`config.mk`:
```
export PLATFORM = sky130hd
export DESIGN_NAME = uart_parity_unit_flat
export DESIGN_NICKNAME = d
export VERILOG_FILES = /design/src/rtl/uart_parity_pkg.sv /design/src/rtl/uart_parity_if.sv /design/src/rtl/uart_parity_core.sv /design/src/rtl/uart_parity_unit.sv /design/src/flat_wrapper.sv
export SDC_FILE = /design/constraint.sdc
export NUM_CORES = 1
export LEC_CHECK = 0
export ABC_CLOCK_PERIOD_IN_PS = 2420
export CAP_MARGIN = 30
export CORE_MARGIN = 2
export CORE_UTILIZATION = 45
export DETAILED_ROUTE_END_ITERATION = 16
export PLACE_DENSITY = 0.77
export SETUP_SLACK_MARGIN = 0.4
export SYNTH_ARGS = -nofsm -noshare
export SYNTH_HDL_FRONTEND = slang
export SYNTH_SLANG_ARGS = --single-unit
```
`constraint.sdc`:
```
create_clock -name CLK -period 2.42 [get_ports CLK]
set_clock_uncertainty 0.2 [all_clocks]
set_input_delay 0.484 -clock CLK [delete_from_list [all_inputs] [get_ports CLK]]
set_output_delay 0.484 -clock CLK [all_outputs]
set_load 0.02 [all_outputs]
```
`src/rtl/uart_parity_pkg.sv`:
```
// uart_parity_pkg: parity mode encodings and length helpers
// shared by the parity generator and checker.
package uart_parity_pkg;

  localparam int MIN_LEN = 5;

  typedef enum logic [2:0] {
    PAR_NONE  = 3'd0,
    PAR_EVEN  = 3'd1,
    PAR_ODD   = 3'd2,
    PAR_MARK  = 3'd3,
    PAR_SPACE = 3'd4
  } par_mode_e;

  function automatic int clamp_len(
    input logic [3:0] len,
    input int         max_w
  );
    int eff;
    eff = int'(len);
    if (eff < MIN_LEN) eff = MIN_LEN;
    if (eff > max_w)   eff = max_w;
    return eff;
  endfunction

  function automatic logic bit_kept(
    input int         idx,
    input logic [3:0] len,
    input int         max_w
  );
    return idx < clamp_len(len, max_w);
  endfunction

  // codes 5..7 behave as none
  function automatic logic par_active(
    input logic [2:0] mode
  );
    logic act;
    case (mode)
      PAR_EVEN,
      PAR_ODD,
      PAR_MARK,
      PAR_SPACE: act = 1'b1;
      default:   act = 1'b0;
    endcase
    return act;
  endfunction

endpackage

```
`src/rtl/uart_parity_if.sv`:
```
// uart_parity_if: config, TX capture, RX check and error
// status bundle between UART registers and the parity unit.
interface uart_parity_if #(
  parameter int MAX_WIDTH = 9,
  parameter int CNT_WIDTH = 8
);

  logic [3:0]           data_len;
  logic [2:0]           parity_mode;
  logic [MAX_WIDTH-1:0] DATA;
  logic                 Data_Valid;
  logic                 busy;
  logic                 parity;
  logic                 parity_valid;
  logic [MAX_WIDTH-1:0] chk_data;
  logic                 chk_bit;
  logic                 chk_valid;
  logic                 par_err;
  logic                 err_flag;
  logic [CNT_WIDTH-1:0] err_count;
  logic                 err_clr;

  modport master (
    output data_len,
    output parity_mode,
    output DATA,
    output Data_Valid,
    output busy,
    output chk_data,
    output chk_bit,
    output chk_valid,
    output err_clr,
    input  parity,
    input  parity_valid,
    input  par_err,
    input  err_flag,
    input  err_count
  );

  modport slave (
    input  data_len,
    input  parity_mode,
    input  DATA,
    input  Data_Valid,
    input  busy,
    input  chk_data,
    input  chk_bit,
    input  chk_valid,
    input  err_clr,
    output parity,
    output parity_valid,
    output par_err,
    output err_flag,
    output err_count
  );

endinterface

```
`src/rtl/uart_parity_core.sv`:
```
// uart_parity_core: combinational parity function over a
// length-limited character for one parity mode.
module uart_parity_core
  import uart_parity_pkg::*;
#(
  parameter int MAX_WIDTH = 9
) (
  input  logic [MAX_WIDTH-1:0] i_vec,
  input  logic [3:0]           i_len,
  input  logic [2:0]           i_mode,
  output logic                 o_parity
);

  logic [MAX_WIDTH-1:0] w_vec;

  // re-mask so the core is safe on unmasked input too
  always_comb begin
    w_vec = '0;
    for (int i = 0; i < MAX_WIDTH; i++) begin
      w_vec[i] = i_vec[i] & bit_kept(i, i_len, MAX_WIDTH);
    end
  end

  always_comb begin
    o_parity = 1'b0;
    case (i_mode)
      PAR_EVEN:  o_parity = ^w_vec;
      PAR_ODD:   o_parity = ~^w_vec;
      PAR_MARK:  o_parity = 1'b1;
      PAR_SPACE: o_parity = 1'b0;
      default:   o_parity = 1'b0;
    endcase
  end

endmodule

```
`src/rtl/uart_parity_unit.sv`:
```
// uart_parity_unit: two-stage TX parity generator plus RX
// parity checker with sticky flag and saturating counter.
module uart_parity_unit
  import uart_parity_pkg::*;
#(
  parameter int MAX_WIDTH = 9,
  parameter int CNT_WIDTH = 8
) (
  input  logic          CLK,
  input  logic          RST,
  uart_parity_if.slave  bus
);

  localparam logic [CNT_WIDTH-1:0] CNT_MAX = '1;

  logic [MAX_WIDTH-1:0] w_dat_m;
  logic [MAX_WIDTH-1:0] w_chk_m;
  logic                 w_cap;
  logic                 w_gen_par;
  logic                 w_chk_par;
  logic                 w_err;

  logic [MAX_WIDTH-1:0] r_cap_data;
  logic [3:0]           r_cap_len;
  logic [2:0]           r_cap_mode;
  logic                 r_cap_vld;
  logic                 r_parity;
  logic                 r_parity_valid;
  logic                 r_par_err;
  logic                 r_err_flag;
  logic [CNT_WIDTH-1:0] r_err_count;

  always_comb begin
    w_dat_m = '0;
    w_chk_m = '0;
    for (int i = 0; i < MAX_WIDTH; i++) begin
      w_dat_m[i] = bus.DATA[i]
                 & bit_kept(i, bus.data_len, MAX_WIDTH);
      w_chk_m[i] = bus.chk_data[i]
                 & bit_kept(i, bus.data_len, MAX_WIDTH);
    end
  end

  assign w_cap = bus.Data_Valid && !bus.busy;

  uart_parity_core #(.MAX_WIDTH(MAX_WIDTH)) u_gen (
    .i_vec    (r_cap_data),
    .i_len    (r_cap_len),
    .i_mode   (r_cap_mode),
    .o_parity (w_gen_par)
  );

  uart_parity_core #(.MAX_WIDTH(MAX_WIDTH)) u_chk (
    .i_vec    (w_chk_m),
    .i_len    (bus.data_len),
    .i_mode   (bus.parity_mode),
    .o_parity (w_chk_par)
  );

  assign w_err = bus.chk_valid
              && par_active(bus.parity_mode)
              && (bus.chk_bit != w_chk_par);

  // stage 1: latch masked character with its own config
  always_ff @(posedge CLK or posedge RST) begin
    if (RST) begin
      r_cap_vld  <= 1'b0;
      r_cap_data <= '0;
      r_cap_len  <= '0;
      r_cap_mode <= '0;
    end else begin
      r_cap_vld <= w_cap;
      if (w_cap) begin
        r_cap_data <= w_dat_m;
        r_cap_len  <= bus.data_len;
        r_cap_mode <= bus.parity_mode;
      end
    end
  end

  always_ff @(posedge CLK or posedge RST) begin
    if (RST) begin
      r_parity       <= 1'b0;
      r_parity_valid <= 1'b0;
    end else begin
      if (r_cap_vld) r_parity <= w_gen_par;
      r_parity_valid <= r_cap_vld
                     && par_active(r_cap_mode);
    end
  end

  // a new error outranks a simultaneous clear
  always_ff @(posedge CLK or posedge RST) begin
    if (RST) begin
      r_par_err   <= 1'b0;
      r_err_flag  <= 1'b0;
      r_err_count <= '0;
    end else begin
      r_par_err <= w_err;
      if (w_err) begin
        r_err_flag <= 1'b1;
        if (bus.err_clr)
          r_err_count <= CNT_WIDTH'(1);
        else if (r_err_count != CNT_MAX)
          r_err_count <= r_err_count + 1'b1;
      end else if (bus.err_clr) begin
        r_err_flag  <= 1'b0;
        r_err_count <= '0;
      end
    end
  end

  assign bus.parity       = r_parity;
  assign bus.parity_valid = r_parity_valid;
  assign bus.par_err      = r_par_err;
  assign bus.err_flag     = r_err_flag;
  assign bus.err_count    = r_err_count;

endmodule

```
`src/flat_wrapper.sv`:
```
// flat-port wrapper written by rule: the top's interface ports become plain ports
module uart_parity_unit_flat import uart_parity_pkg::*;
#(
  parameter int MAX_WIDTH = 9,
  parameter int CNT_WIDTH = 8
)
  (CLK, RST, bus_data_len, bus_parity_mode, bus_DATA, bus_Data_Valid, bus_busy, bus_chk_data, bus_chk_bit, bus_chk_valid, bus_err_clr, bus_parity, bus_parity_valid, bus_par_err, bus_err_flag, bus_err_count);
  uart_parity_if #(.MAX_WIDTH(MAX_WIDTH), .CNT_WIDTH(CNT_WIDTH)) bus_i ();
  input  logic CLK;
  input  logic RST;
  input wire logic [$bits(bus_i.data_len)-1:0] bus_data_len;
  input wire logic [$bits(bus_i.parity_mode)-1:0] bus_parity_mode;
  input wire logic [$bits(bus_i.DATA)-1:0] bus_DATA;
  input wire logic [$bits(bus_i.Data_Valid)-1:0] bus_Data_Valid;
  input wire logic [$bits(bus_i.busy)-1:0] bus_busy;
  input wire logic [$bits(bus_i.chk_data)-1:0] bus_chk_data;
  input wire logic [$bits(bus_i.chk_bit)-1:0] bus_chk_bit;
  input wire logic [$bits(bus_i.chk_valid)-1:0] bus_chk_valid;
  input wire logic [$bits(bus_i.err_clr)-1:0] bus_err_clr;
  output wire logic [$bits(bus_i.parity)-1:0] bus_parity;
  output wire logic [$bits(bus_i.parity_valid)-1:0] bus_parity_valid;
  output wire logic [$bits(bus_i.par_err)-1:0] bus_par_err;
  output wire logic [$bits(bus_i.err_flag)-1:0] bus_err_flag;
  output wire logic [$bits(bus_i.err_count)-1:0] bus_err_count;
  assign bus_i.data_len = bus_data_len;
  assign bus_i.parity_mode = bus_parity_mode;
  assign bus_i.DATA = bus_DATA;
  assign bus_i.Data_Valid = bus_Data_Valid;
  assign bus_i.busy = bus_busy;
  assign bus_i.chk_data = bus_chk_data;
  assign bus_i.chk_bit = bus_chk_bit;
  assign bus_i.chk_valid = bus_chk_valid;
  assign bus_i.err_clr = bus_err_clr;
  assign bus_parity = bus_i.parity;
  assign bus_parity_valid = bus_i.parity_valid;
  assign bus_par_err = bus_i.par_err;
  assign bus_err_flag = bus_i.err_flag;
  assign bus_err_count = bus_i.err_count;
  uart_parity_unit #(.MAX_WIDTH(MAX_WIDTH), .CNT_WIDTH(CNT_WIDTH)) u_core (.CLK(CLK), .RST(RST), .bus(bus_i));
endmodule
```
==> metrics.md, run 1 <==
| Metric | Value |
|---|---|
| Outcome | finished clean |
| Synth Net Count | roughly 230 |
| Commonest register cell after synthesis | dfrtp_1 |
| Place WS | -0.697 ns |
| FF-to-FF path depth | 8 |
| Placed Area | roughly 0.0024 mm^2 |
| CP Max Fanout | 7 |
| Congestion Overflow GR | 0 |
| Total number of placement rows | 23 |
| Tcrit/Tclk final | a little over nine tenths |
| P_int | about 1.0 mW |
| Nets | around 290 |
| Vias/cell | a little over 5 |
| Synth area leader | dfrtp_1 |
| DIE WIDTH | 67.6 um |
| Vias in the first global route | 1,441 |
| Max Slew Vio Count | 0 |
| Setup TNS | 0 ns |
| H-tree depth | 2 |
| Cell depth of the worst setup path | 9 |
| I/O Buffers | between 40 and 50 |
| Layout cell share with drive strength beyond 1 | about a fifth |
| Starting DRT DRC Count | 74 |
| Critical Path Slowest Stage Cell | mux2_4 |
| Worst-Margin Slew | between 0.5 and 0.6 ns |
| Avg Cell Area, Syn | ~9.3 um^2 |
| Maxcap violations | 0 |
| Pin count of the biggest net entering global routing | 30 |
| Most frequent cell after synthesis | nand2_1 |
| WP buf/inv | 2 |
| F_max | 424 MHz |
| Reg power frac | about 39% |
| WHS Path Cells | 1 |
| Mapped Cells | 196 |
| Clock Tree Buf Depth | 2 |
| RSZ-0062 raised after global routing | yes |
| Sw Ratio | about 29% |
| Crit Path Class | in -> reg |
| Routability cong. | between 0.7 and 0.8 |
| Detailed Route WL | roughly 3700 um |
| Core Util, Final | 65.9% |
| Comb pwr share | approximately a third |
| Final Hold Viols | 0 |
| I/O Pins | 44 |
| Fraction of registers with async set/reset | 100% |
| Drt pass-1 iters | 4 |
| Area growth syn-to-layout | 42.6% |
| FF+latch count, synth | 29 |
| Sequential fraction of the synthesis area | between 30% and 40% |
| Yosys Warn Count | 0 |
| Worst EP arrival | 2.33 ns |
| ANT cells | 0 |
| Leakage | 1.25 nW |
| VDD IR max | around 0.00032 V |
| Critical path cell sequence | buf_8 > o211a_1 > o221ai_4 > xnor2_4 > xnor2_2 > mux2i_4 > buf_12 > mux2i_2 > mux2_4 |
| Die area | 0.00457 mm^2 |
| HP Class | reg -> reg |
| Crit start category | input pin |
| Max_slew headroom | between 60 and 70% |
| CTS tree | done |
| Total power | between 1 and 1.5 mW |
| Top-area cell type share of the netlist area | 39.8% |
| Post-Layout Inst Area | approximately 0.0026 mm^2 |
| Max stage delay on crit path | 0.32 ns |
| EDFF count, synth | 0 |
| Synth top area cells | dfrtp_1 40%, nand2_1 10%, mux2i_1 5.5%, xnor2_2 5.4%, xnor2_1 4.3% |
| CP endpoint kind | flip-flop |
| CTS Buf Count | 5 |
| Die height | 67.6 um |
| Clock-pin transition on the worst setup and hold timing paths | 0.06 ns |
| CP top delay family | multiplexers |
| Core area | ~0.0039 mm^2 |
| Clk_lat worst skew | ~0.28 ns |
| Mapped cell area | roughly 0.0018 mm^2 |
| Post-DRT Antenna Nets | 0 |
| Critical Path RT | ~2.4 ns |
| Min Tclk post-route | 2.36 ns |
| Global-route usage over all layers | a little under a fifth |
| Post-synth cell types | 40 |
| Fill cells | between 300 and 400 |
| Via count | ~1,500 |
| Hold buffer count at CTS | 0 |
| # clock sinks | 29 |
| Starting Density | a little under half |
| Clock power share | 27.3% |
| Post-CTS Setup Bufs | 0 |
| First-pass GRT wire length | about 6200 um |
| Final setup violating endpoints | 0 |
| DRC viols | 0 |
| Final WS setup | ~0.062 ns |
| Clock Tree Root | clkbuf_8 |
| Drt wl/cell | around 12 um |
| Pwr dens | about 560 mW/mm^2 |
| Initial antenna violation count | 0 |
| Dpl hpwl | between 2000 and 3000 um |
| Synth cell count leaders | 49 x nand2_1, 29 x dfrtp_1, 10 x mux2i_1 |
| Switch Pwr | 0.416 mW |
sequential cells by signal, indices dropped and copies added (netlist names):
name / cells
u_core.bus.err_count: 8
u_core.bus.err_flag: 1
u_core.bus.par_err: 1
u_core.bus.parity: 1
u_core.bus.parity_valid: 1
u_core.r_cap_data: 9
u_core.r_cap_len: 4
u_core.r_cap_mode: 3
u_core.r_cap_vld: 1
logic make-up after synthesis:
| kind of cell | Yosys count | share of synthesized area (%) |
|---|---|---|
| DFF | 29 | 39.8 |
| AOI/OAI and AO/OA | 17 | 7.14 |
| and+or+nand+nor | 99 | 26.2 |
| xor gates and xnor gates | 16 | 10.2 |
| adders and majority gates | 1 | 0.687 |
| muxes | 19 | 11.7 |
| buffers and inverters | 15 | 4.33 |
layout by cell type (no fill, tap or decap), drive strengths merged, types with 2 or more instances in the layout:
cell type      netlist  routed
inv                  6       6
and2                 2       2
clkbuf               9       8
mux2i               11      11
buf                  0      26
clkdlybuf4s50        0      25
o311ai               3       3
nor3b                3       3
dfrtp               29      29
nand4                3       3
nor2b                7       7
o21ai                4       4
and3                 5       5
nand2b               7       7
a21oi                2       2
dlymetal6s2s         0       3
xnor2               15      15
nor2                 9       9
nand3                8       8
nand2               49      49
nand4b               2       2
dlygate4sd2          0       4
mux2                 8       8
area by class of cell:
type | count | area (um^2) | area share [%]
clock buffer | 7 | 86.3 | 3.32
inverter | 6 | 22.5 | 0.867
tap | 50 | 62.6 | 2.41
timing repair buffer | 60 | 576 | 22.2
multi-input combinational | 152 | 1120 | 43.3
sequential | 29 | 726 | 27.9
worst reg2reg max path, delay by kind of cell, from the launching register on:
family        cells  cell delay, ns
simple gates      4            0.66
buf+inv           1            0.14
flops             1            0.40
mux               2            0.50
fa+ha+maj         1            0.24
per-stage QoR:
step	std cells	hold slack (ns)
final	304	0.277
after global routing	304	0.295
after CTS	304	0.281
after detailed placement	297	0.269
after global placement	297	0.255
after floorplan	196	0.244
power groups by stage:
stage,registers (mW),clock network [mW],logic [mW]
after floorplan,0.593,0,0.262
after global placement,0.576,0,0.447
after detailed placement,0.579,0,0.452
after CTS,0.571,0.408,0.475
after global routing,0.579,0.425,0.523
final,0.571,0.396,0.481
routing by layer:
metal	global-route usage, %	wire length (um)	vias up
li1	-	-	778
met1	21.9	1600	720
met5	0	0	-
met3	5.00	197	8
met2	31.5	1820	43
met4	8.42	85	0
worst paths after layout:
kind | slack, ns | startpoint | to
hold / removal | 0.28 | u_core.r_cap_vld$_DFF_PP0_ | u_core.bus.parity$_DFFE_PP0P_
setup reg to reg | 0.18 | u_core.bus.err_count[0]$_DFFE_PP0P_ | u_core.bus.err_count[7]$_DFFE_PP0P_
max in group asynchronous | 1.36 | RST | u_core.r_cap_len[3]$_DFFE_PP0P_
setup / recovery | 0.06 | bus_data_len[0] | u_core.bus.err_count[2]$_DFFE_PP0P_
hold reg to reg | 0.28 | u_core.r_cap_vld$_DFF_PP0_ | u_core.bus.parity$_DFFE_PP0P_
min in group asynchronous | 0.38 | RST | u_core.bus.err_count[2]$_DFFE_PP0P_
what timing repair did:
item | CTS | global route
gates resized for setup | 61 | 15
setup endpoints to repair | 12 | 14
pin swaps | 12 | 7
Note: power is estimated with default switching activity, not from simulation.
==> run 2: changes to the inputs <==
--- a/config.mk
+++ b/config.mk
@@ -10,6 +10,7 @@
 export CORE_MARGIN = 2
 export CORE_UTILIZATION = 45
 export DETAILED_ROUTE_END_ITERATION = 16
+export GPL_TIMING_DRIVEN = 1
 export PLACE_DENSITY = 0.77
 export SETUP_SLACK_MARGIN = 0.4
 export SYNTH_ARGS = -nofsm -noshare
==> results of run 2 <==
No change in the layout: final DEF, timing and power equal those of run 1.
==> run 3: changes to the inputs <==
--- a/config.mk
+++ b/config.mk
@@ -5,7 +5,7 @@
 export SDC_FILE = /design/constraint.sdc
 export NUM_CORES = 1
 export LEC_CHECK = 0
-export ABC_CLOCK_PERIOD_IN_PS = 2420
+export ABC_CLOCK_PERIOD_IN_PS = 2100
 export CAP_MARGIN = 30
 export CORE_MARGIN = 2
 export CORE_UTILIZATION = 45
==> constraint.sdc (replaced) <==
create_clock -name CLK -period 2.1 [get_ports CLK]
set_clock_uncertainty 0.2 [all_clocks]
set_input_delay 0.42 -clock CLK [delete_from_list [all_inputs] [get_ports CLK]]
set_output_delay 0.42 -clock CLK [all_outputs]
set_load 0.02 [all_outputs]
==> run 3 against run 2 <==
Compared with the run above:
- the flow now finishes with violations (setup timing)
- via count grew 6.8%
- first-iteration DRC count is 34% higher
- cell count grew 5.3%
- clock power rose by 39%
- combinational power rose by 26%
- non-clock buffer count increased by 16
- sequential power increased by 15%
- worst setup slack worse by 0.29 ns
- sequential cell count is the same
- global-route usage increased by 1.7 points
- sequential share of layout area down 2.1 points
- power up 25%
- largest cell class unchanged
- largest power group unchanged
==> metrics.md, run 3 (synthesized netlist as in run 1, its figures left out) <==
| Metric | Value |
|---|---|
| DP Cell Count | 311 |
| Drt pass-1 iters | 4 |
| First-pass GRT wire length | ~7000 um |
| Routability cong. | between 0.8 and 0.9 |
| # clock sinks | 29 |
| Crit Path Class | in -> reg |
| Outcome | finished with violations |
| Die height | 67.6 um |
| CP endpoint kind | flip-flop |
| Core Util, Final | approximately 70% |
| Place WS | -0.935 ns |
| Vias in the first global route | approximately 1,700 |
| Max reg flops | 9 |
| Pin count of the biggest net entering global routing | 30 |
| Area growth syn-to-layout | 54.5% |
| Clock-pin transition on the worst setup and hold timing paths | 0.06 ns |
| WP buf/inv | 3 |
| HP Class | in -> reg |
| Worst EP arrival | 2.29 ns |
| Detailed Route WL | ~4400 um |
| Failing checks | setup timing |
| DRC viols | 0 |
| Most frequent cells in the layout | 48 x nand2_1, 30 x buf_4, 29 x dfrtp_1, 18 x clkdlybuf4s50_1 |
| Critical Path Slowest Stage Cell | mux2_4 |
| Crit start category | input pin |
| CTS Buf Count | 5 |
| Final WS setup | -0.226 ns |
| Total number of placement rows | 23 |
| Final Hold Viols | 0 |
| Max_slew headroom | 67.6% |
| Layout cell share with drive strength beyond 1 | 30.0% |
| Final setup violating endpoints | 10 |
| Min Tclk post-route | ~2.3 ns |
| Clk_lat worst skew | ~0.28 ns |
| Commonest non-fill, non-tap cell in the layout | nand2_1 |
| I/O Pins | 44 |
| Global-route usage over all layers | between 20% and 30% |
| Hold WS | 0.261 ns |
| Drt wl/cell | ~14 um |
| DRT met1 WL | roughly 1700 um |
| Starting DRT DRC Count | a little under 100 |
| Nets | 303 |
| Maxcap violations | 0 |
| Tcrit/Tclk final | 111% |
| Placed Area | about 0.0025 mm^2 |
| DIE WIDTH | approximately 68 um |
| Initial antenna violation count | 0 |
| Post-DRT Antenna Nets | 0 |
| Dpl hpwl | 2850 um |
| Core area | 0.00394 mm^2 |
| Clock Tree Root | clkbuf_8 |
| Die area | ~0.0046 mm^2 |
| Max Slew Vio Count | 0 |
| Vias/cell | just over 5 |
| Post-Layout Inst Area | 0.00281 mm^2 |
| VDD IR max | slightly below 0.0003 V |
| CTS tree | done |
| Max stage delay on crit path | around 0.32 ns |
| Pwr dens | 645 mW/mm^2 |
| Worst-Margin Slew | between 0.4 and 0.5 ns |
| Met2 Wirelength | 2310 um |
| Setup TNS | -1.66 ns |
| H-tree depth | 2 |
| DR top layer | met4 |
| Total power | ~1.8 mW |
| Biggest register | u_core.r_cap_data |
| CP top delay family | multiplexers |
| ANT cells | 0 |
| I/O Buffers | 43 |
| CP Max Fanout | 7 |
| Critical Path RT | around 2.1 ns |
| RSZ-0062 raised after global routing | yes |
| Congestion Overflow GR | 0 |
| Critical path cell sequence | buf_6 > o311ai_4 > buf_6 > xnor2_4 > xnor2_4 > mux2i_4 > buf_12 > mux2i_4 > mux2_4 |
| Post-Layout Cell Count | 320 |
| Starting Density | 46.2% |
| Leakage | ~1.3 nW |
| F_max | 430 MHz |
| Clock Tree Buf Depth | 2 |
| Via count | about 1,700 |
| WL met3 | around 250 um |
==> run 3: cell types whose count changed in the layout (fill, tap and decap cells not counted), sizes merged <==
cell,before,now
buf,26,45
bufinv,0,1
clkbuf,8,5
clkdlybuf4s15,1,6
clkdlybuf4s50,25,18
clkinv,0,1
dlygate4sd2,4,7
dlymetal6s2s,3,0
==> run 3: final timing paths <==
| kind | start | endpoint | slack, ns | depth (start not counted) |
|---|---|---|---|---|
| min in group asynchronous | RST | u_core.r_cap_data[2]$_DFFE_PP0P_ | 0.32 | 3 |
| min reg2reg | u_core.r_cap_vld$_DFF_PP0_ | u_core.bus.parity$_DFFE_PP0P_ | 0.28 | 1 |
| max reg2reg | u_core.bus.err_count[0]$_DFFE_PP0P_ | u_core.bus.err_count[6]$_DFFE_PP0P_ | -0.19 | 8 |
| min | bus_data_len[0] | u_core.r_cap_len[0]$_DFFE_PP0P_ | 0.26 | 4 |
| max | bus_data_len[2] | u_core.bus.err_count[6]$_DFFE_PP0P_ | -0.23 | 9 |
| max in group asynchronous | RST | u_core.bus.err_count[0]$_DFFE_PP0P_ | 1.10 | 3 |
==> run 3: routing by layer <==
metal	vias up	global-route usage, %
met4	0	8.42
met1	786	22.2
met2	53	36.6
met5	-	0
met3	6	5.50
li1	809	-
==> run 3: layout make-up <==
| class | count | area (um^2) |
|---|---|---|
| Sequential cell | 29 | 726 |
| Clock buffer | 5 | 68.8 |
| Multi-Input combinational cell | 152 | 1190 |
| Fill cell | 288 | 1130 |
| Inverter | 6 | 22.5 |
| Clock inverter | 2 | 35.0 |
| Timing Repair Buffer | 76 | 704 |
| Tap cell | 50 | 62.6 |
==> run 3: worst reg2reg max path, stage by stage, from the launching register on <==
cell     delay (ns)
dfrtp_1        0.38
ha_1           0.21
and2_1         0.18
nand3_1        0.11
and3_1         0.21
buf_12         0.14
nand4_1        0.20
mux2i_4        0.23
mux2_4         0.32
==> run 3: what timing repair did <==
item | CTS | global route
hold buffers | 0 | 0
pin swaps | 16 | 9
buffers inserted | 2 | 0
endpoints found under the setup margin | 23 | 13
resized for setup | 93 | 18
==> run 3: report_power, final <==
part           total, mW  switching [mW]  internal (mW)
Combinational      0.608           0.266          0.342
Clock              0.551           0.207          0.344
Sequential         0.655          0.0388          0.616
